File: src/rtl/spike_aer_arbiter.sv
// Round-robin arbiter serialising neuron spikes onto an AER valid/ready stream.
// Define AER_TIMESTAMP_EN to add a free-running timestamp carried on aer_ts.
module spike_aer_arbiter #(
    parameter int N_NEURONS = 8,
    parameter int ADDR_W    = $clog2(N_NEURONS),
    parameter int TS_W      = 16,
    parameter int DROP_W    = 8
) (
    input  logic                 clk,
    input  logic                 rst_n,
    input  logic [N_NEURONS-1:0] spike_in,
    output logic                 aer_valid,
    input  logic                 aer_ready,
    output logic [ADDR_W-1:0]    aer_addr,
`ifdef AER_TIMESTAMP_EN
    output logic [TS_W-1:0]      aer_ts,
`endif
    output logic                 overflow,
    output logic [DROP_W-1:0]    drop_cnt
);

    typedef enum logic {IDLE, HOLD} state_t;

    state_t                state;
    state_t                state_nx;
    logic [N_NEURONS-1:0]  pending;
    logic [N_NEURONS-1:0]  pending_nx;
    logic [N_NEURONS-1:0]  gnt_oh;
    logic [N_NEURONS-1:0]  drop;
    logic [ADDR_W-1:0]     rr_ptr;
    logic [ADDR_W-1:0]     gnt;
    logic [ADDR_W-1:0]     idx;
    logic                  found;
    logic                  load;
    logic [DROP_W-1:0]     drop_cnt_nx;

    // Walk offsets downward so the smallest offset from rr_ptr wins.
    always_comb begin
        gnt   = '0;
        found = 1'b0;
        idx   = '0;
        for (int off = N_NEURONS - 1; off >= 0; off--) begin
            if (int'(rr_ptr) + off >= N_NEURONS)
                idx = ADDR_W'(int'(rr_ptr) + off - N_NEURONS);
            else
                idx = ADDR_W'(int'(rr_ptr) + off);
            if (pending[idx]) begin
                gnt   = idx;
                found = 1'b1;
            end
        end
    end

    always_comb begin
        state_nx = state;
        load     = 1'b0;
        unique case (state)
            IDLE: begin
                if (found) begin
                    load     = 1'b1;
                    state_nx = HOLD;
                end
            end
            HOLD: begin
                if (aer_ready) begin
                    load     = found;
                    state_nx = found ? HOLD : IDLE;
                end
            end
            default: state_nx = IDLE;
        endcase
    end

    // A grant and a fresh spike on the same edge re-queue rather than drop.
    always_comb begin
        gnt_oh = '0;
        if (load)
            gnt_oh[gnt] = 1'b1;
        pending_nx = spike_in | (pending & ~gnt_oh);
        drop       = spike_in & pending & ~gnt_oh;
        drop_cnt_nx = drop_cnt;
        for (int i = 0; i < N_NEURONS; i++) begin
            if (drop[i] && drop_cnt_nx != '1)
                drop_cnt_nx = drop_cnt_nx + 1'b1;
        end
    end

    always_ff @(posedge clk or negedge rst_n) begin
        if (!rst_n) begin
            state    <= IDLE;
            pending  <= '0;
            rr_ptr   <= '0;
            aer_addr <= '0;
            overflow <= 1'b0;
            drop_cnt <= '0;
        end else begin
            state    <= state_nx;
            pending  <= pending_nx;
            overflow <= |drop;
            drop_cnt <= drop_cnt_nx;
            if (load) begin
                aer_addr <= gnt;
                if (gnt == ADDR_W'(N_NEURONS - 1))
                    rr_ptr <= '0;
                else
                    rr_ptr <= gnt + 1'b1;
            end
        end
    end

    assign aer_valid = (state == HOLD);

`ifdef AER_TIMESTAMP_EN
    logic [TS_W-1:0] ts_cnt;
    logic [TS_W-1:0] ts_q [N_NEURONS];

    // Dropped spikes keep the timestamp of the event already queued.
    always_ff @(posedge clk or negedge rst_n) begin
        if (!rst_n) begin
            ts_cnt <= '0;
            aer_ts <= '0;
            for (int i = 0; i < N_NEURONS; i++)
                ts_q[i] <= '0;
        end else begin
            ts_cnt <= ts_cnt + 1'b1;
            for (int i = 0; i < N_NEURONS; i++) begin
                if (spike_in[i] && !drop[i])
                    ts_q[i] <= ts_cnt;
            end
            if (load)
                aer_ts <= ts_q[gnt];
        end
    end
`endif

endmodule
File: config.mk
export PLATFORM = sky130hd
export DESIGN_NAME = spike_aer_arbiter
export DESIGN_NICKNAME = d
export VERILOG_FILES = /design/src/rtl/spike_aer_arbiter.sv
export SDC_FILE = /design/constraint.sdc
export NUM_CORES = 1
export LEC_CHECK = 0
export ABC_AREA = 1
export BUFFER_PORTS_ARGS = -buffer_cell sky130_fd_sc_hd__buf_4
export CORE_MARGIN = 1
export CORE_UTILIZATION = 55
export CTS_CLUSTER_DIAMETER = 30
export CTS_CLUSTER_SIZE = 16
export DETAILED_ROUTE_END_ITERATION = 10
export PLACE_DENSITY = 0.72
export SLEW_MARGIN = 5
export SYNTH_ARGS = -nofsm -noshare
export SYNTH_HDL_FRONTEND = slang
export SYNTH_SLANG_ARGS = --single-unit
File: constraint.sdc
create_clock -name clk -period 15.7 [get_ports clk]
set_input_delay 0 -clock clk [delete_from_list [all_inputs] [get_ports clk]]
set_output_delay 0 -clock clk [all_outputs]
set_load 0.005 [all_outputs]
==> results of run 1 <==
-- worst min-delay path by stage --
stage / start / to / slack (ps)
after floorplan: rst_n / aer_addr[0] / -300
final: rst_n / pending[3] / 160
after detailed placement: rst_n / pending[7] / -80
after global routing: rst_n / pending[7] / 210
after global placement: rst_n / aer_valid / -80
after CTS: rst_n / aer_valid / 170
-- cells in the mapped netlist --
cell type	number
a31oi_1	2
inv_2	13
a21oi_1	9
ha_1	11
o22ai_1	1
nor4_1	2
dfrtp_1	24
nor3_1	4
inv_1	80
a21o_1	3
clkbuf_1	1
buf_4	2
nand3_1	93
xor2_1	12
clkinv_1	2
nor2_4	10
inv_4	1
o21bai_1	1
nor2_1	47
nand2_1	265
nand2_2	39
buf_6	3
nor2_2	14
o21ai_0	7
nand4_2	3
a21oi_2	1
or2_2	3
nand4_1	22
buf_2	1
and2_1	1
nand3_4	4
nor2_8	2
o21ai_1	2
nand2_4	10
nor3_2	3
xnor2_1	2
clkinv_2	1
nand3b_1	6
o21ai_2	3
nand3_2	12
-- per-stage QoR --
stage	area (sq um)	hold WS, ps	util, %
4_1_cts	4590	167	62.9
3_3_place_gp	4430	-84.9	60.8
2_1_floorplan	4190	-296	-
6_report	4590	162	62.9
3_5_place_dp	4430	-78.0	60.8
5_1_grt	4590	208	62.9
-- registers in the layout, summed over array words and instances (netlist names) --
signal,cells
aer_valid,1
drop_cnt,8
rr_ptr,3
pending,8
aer_addr,3
overflow,1
-- repair_timing --
item / in CTS / in global routing
endpoints found under the hold margin: 33 / 0
hold buffers: 10 / 0
endpoints found under the setup margin: 0 / 0
resized for setup: 0 / 0
-- worst register-to-register path: cells and delay by family, from the launching register on --
family	cells	cell delay, ps
AO/OA/AOI/OAI	2	210
adder cells (fa/ha/maj)	7	1770
buffers and inverters	3	420
flip-flops	1	570
AND/OR/NAND/NOR	52	6430
-- kinds of logic after synthesis --
family	synth area share, %
xor+xnor	2.93
flops	14.3
compound gates	4.15
buf+inv	10.1
fa+ha+maj	3.28
simple gates	65.2
-- final cells by class --
cell class	instances	area (sq um)
inverter	97	368
fill	729	2710
tap	99	124
clock buffer	4	55.1
timing repair buffer	33	273
multi-input combinational	594	3170
sequential	24	601
-- routing by layer --
layer	share of wire, %	vias to the layer above	track usage (%)
met1	46	2116	39.6
met4	1.3	0	6.49
met3	4.2	16	1.66
met2	48	134	51.4
li1	-	2366	-
met5	0	-	0
==> impl_metrics.tcl, run 1 <==
set metrics [dict create \
    synthTopCellsByArea "nand2_1 24%, dfrtp_1 14%, nand3_1 11%" \
    setup.worst_path.end "drop_cnt[0]" \
    worst-path-stages 64 \
    std_cell_rows 31 \
    clockBufferDepth 2 \
    status "complete, no violations" \
    die_h_um 89.3 \
    slowest_delay_ps 570 \
    avgSynthCellArea_sq_um 5.81 \
    cts_tree "yes" \
    grt_pass1_vias 3975 \
    finalCriticalPeriod_ps 9460 \
    syn_to_final_growth_pct 9.40 \
    port_buffers 23 \
    yosys.area.top_type "nand2_1" \
    ys_seq_area_share_pct 14.3 \
    core_area_sq_um 7290 \
    relSlewSlack_pct 47.3 \
    start_kind "flop" \
    finalMaxSlewViolations 0 \
    rrSetupSlack_ps 6240 \
    crit_type "flop to flop" \
    dr.first_iter.drc_count 305 \
    hpwl_um 9470 \
    arrival_ps 9670 \
    grt_pass1_wl_um 18200 \
    syn_inst 722 \
    io_pins 24 \
    fin_crit_sh_pct 60.3 \
    overflow 0 \
    worstPathMaxFanout 12 \
    clk_pin_slew_ps 90 \
    die_w_um 89.3 \
    drc_errors 0 \
    synth.cell_area_sq_um 4190 \
    synth.distinct_cells 40 \
    cp-end-kind "flop" \
    synth_seq_cells 24 \
    setup_violations 0 \
    crit_family "simple AND/OR/NAND/NOR gates" \
    timing.rr.end "drop_cnt[0]" \
    root_buffer "clkbuf_8" \
    startpoint "rr_ptr[1]" \
    die_area_sq_um 7970 \
    clock_latency_ps 270 \
    fin_cells 851 \
    detail_route.first_pass.iterations 7 \
    clock-skew-final_ps 2.28 \
    cts_setup_buffers 0 \
    critPathBufInv 3 \
    postRouteAntennaNets 0 \
    cts-buffers-inserted 3 \
    place_ws_ps 6400 \
    grt_max_degree 25 \
    synthesis.nets 744 \
    track_usage_pct 29.3 \
    gp_congestion 0.950 \
    final_cell_mix "265 x nand2_1, 93 x nand3_1, 80 x inv_1, 47 x nor2_1, 39 x nand2_2" \
    diodes 0 \
    crit_top_cell "nand2_1" \
    rsz0062_at_grt "no" \
    cp_slowest_cell "dfrtp_1" \
    tns_ps 0 \
    worstPathRequired_ps 15910 \
    yosys_warnings 0 \
    layout.nets 775 \
    htree_num_levels 1 \
    min_path_type "input port to asynchronous set/reset pin" \
    hold_violations 0 \
    vias 4632 \
    antenna_found_initial 0 \
    clock-sinks 24 \
    drive_above_1_share_pct 19.4 \
    yosysTopAreaCellShare_pct 23.7 \
    fmax_mhz 106 \
    worst_slack_ps 6240 \
    start_util_pct 57.5 \
    vias_per_cell 5.44 \
    wl_um 11600 \
    mostFrequentLayoutCell "nand2_1" \
    dp.cells 837 \
    avgRoutedWirePerCell_um 13.6 \
    reg2regPathDepth 64 \
    cap_violations 0 \
    worst_pin_slew_ps 787 \
    r2r-start "rr_ptr[1]" \
]
Power of run 1 is left out: the tool's default activity adds up to more than one toggle a clock period on the data nets, which glitch-free logic cannot reach.
==> run 2, diff against run 1 <==
- clock period: 15.7 -> 9.8 ns (I/O delays scaled with it)
==> impl_metrics.tcl, run 2 (synthesis results as in run 1) <==
set metrics [dict create \
    core_area_sq_um 7290 \
    cap_violations 0 \
    worstPathRequired_ps 10000 \
    track_usage_pct 29.0 \
    tns_ps 0 \
    postRouteAntennaNets 0 \
    syn_to_final_growth_pct 11.1 \
    grt_pass1_vias 3956 \
    overflow 0 \
    start_kind "flop" \
    reg.largest.list "drop_cnt: 8 flops, pending: 8 flops" \
    fmax_mhz 112 \
    crit_top_cell "nand2_1" \
    die_w_um 89.3 \
    clock-skew-final_ps 4.42 \
    mostFrequentLayoutCell "nand2_1" \
    arrival_ps 9110 \
    wl_um 11600 \
    clock_latency_ps 270 \
    clock-sinks 24 \
    dp.cells 837 \
    hold_violations 0 \
    relSlewSlack_pct 47.0 \
    clk_pin_slew_ps 90 \
    root_buffer "clkbuf_8" \
    startpoint "rr_ptr[0]" \
    layout.nets 782 \
    gp_congestion 0.950 \
    grt_pass1_wl_um 18200 \
    clockBufferDepth 2 \
    std_cell_rows 31 \
    fin_crit_sh_pct 90.9 \
    finalCriticalPeriod_ps 8900 \
    htree_num_levels 1 \
    min_path_type "input port to asynchronous set/reset pin" \
    die_h_um 89.3 \
    drc_errors 0 \
    cts-buffers-inserted 3 \
    cp_slowest_cell "dfrtp_2" \
    placed_area_sq_um 4430 \
    setup.worst_path.end "drop_cnt[0]" \
    cts_tree "yes" \
    worst-path-stages 65 \
    setup_violations 0 \
    finalMaxSlewViolations 0 \
    diodes 0 \
    detail_route.first_pass.iterations 8 \
    port_buffers 23 \
    timing.rr.end "drop_cnt[0]" \
    vias_per_cell 5.48 \
    design_area_sq_um 4660 \
    critPathBufInv 3 \
    hpwl_um 9490 \
    slowest_delay_ps 450 \
    fin_cells 858 \
    crit_type "flop to flop" \
    worst_pin_slew_ps 791 \
    grt_max_degree 25 \
    r2r-start "rr_ptr[0]" \
    drive_above_1_share_pct 20.7 \
    vias 4704 \
    dr.first_iter.drc_count 287 \
    cp-end-kind "flop" \
    antenna_found_initial 0 \
    worstPathMaxFanout 12 \
    avgRoutedWirePerCell_um 13.5 \
    crit_family "simple AND/OR/NAND/NOR gates" \
    final_cell_mix "265 x nand2_1, 93 x nand3_1, 80 x inv_1, 46 x nor2_1, 39 x nand2_2" \
    die_area_sq_um 7970 \
    io_pins 24 \
    rrSetupSlack_ps 900 \
    status "complete, no violations" \
    start_util_pct 57.5 \
    reg2regPathDepth 65 \
]
-- run 2: cell types whose count changed in the layout (fill, tap and decap cells not counted), sizes merged --
cell | previous run | this run
buf | 23 | 30
clkinv | 3 | 2
inv | 94 | 95
-- run 2: through the flow --
step                hold WS, ps  util, %  setup WS [ps]
finish                      193     63.9            895
floorplan                  -296        -           1950
CTS                         175     62.9            478
global placement          -84.2     60.8            836
detailed placement        -79.4     60.8            505
global route                224     63.9          -10.7
-- run 2: how the worst min path moves through the flow --
| stage | slack (ps) | to | depth (start not counted) |
|---|---|---|---|
| floorplan | -300 | aer_addr[0] | 0 |
| CTS | 180 | aer_valid | 2 |
| global route | 220 | aer_addr[2] | 2 |
| finish | 190 | aer_addr[2] | 2 |
| global placement | -80 | aer_valid | 1 |
| detailed placement | -80 | pending[7] | 1 |
-- run 2: routing by layer --
metal | up-vias | global-route usage [%] | share of wire (%)
met5 | - | 0 | 0
met4 | 0 | 9.96 | 2.8
met3 | 26 | 1.48 | 4.9
met2 | 150 | 49.1 | 47
met1 | 2152 | 39.5 | 46
li1 | 2376 | - | -
-- run 2: repair_timing --
item | CTS | global route
buffers inserted | 0 | 7
gates resized for setup | 0 | 6
endpoints found under the hold margin | 33 | 0
hold buffers | 10 | 0
setup endpoints to repair | 0 | 8
-- run 2: final cells by class --
cell class	count	area, sq um
multi-input combinational	594	3180
fill	736	2640
sequential	24	603
inverter	97	369
timing repair buffer	40	325
tap	99	124
clock buffer	4	55.1
-- run 2: worst register-to-register path: cells and delay by family (launching register included) --
kind | cells | cell delay [ps]
flops | 1 | 450
fa+ha+maj | 7 | 1500
simple gates | 53 | 6410
compound gates | 2 | 200
buf+inv | 3 | 280
Power of run 2 is left out for the same reason.
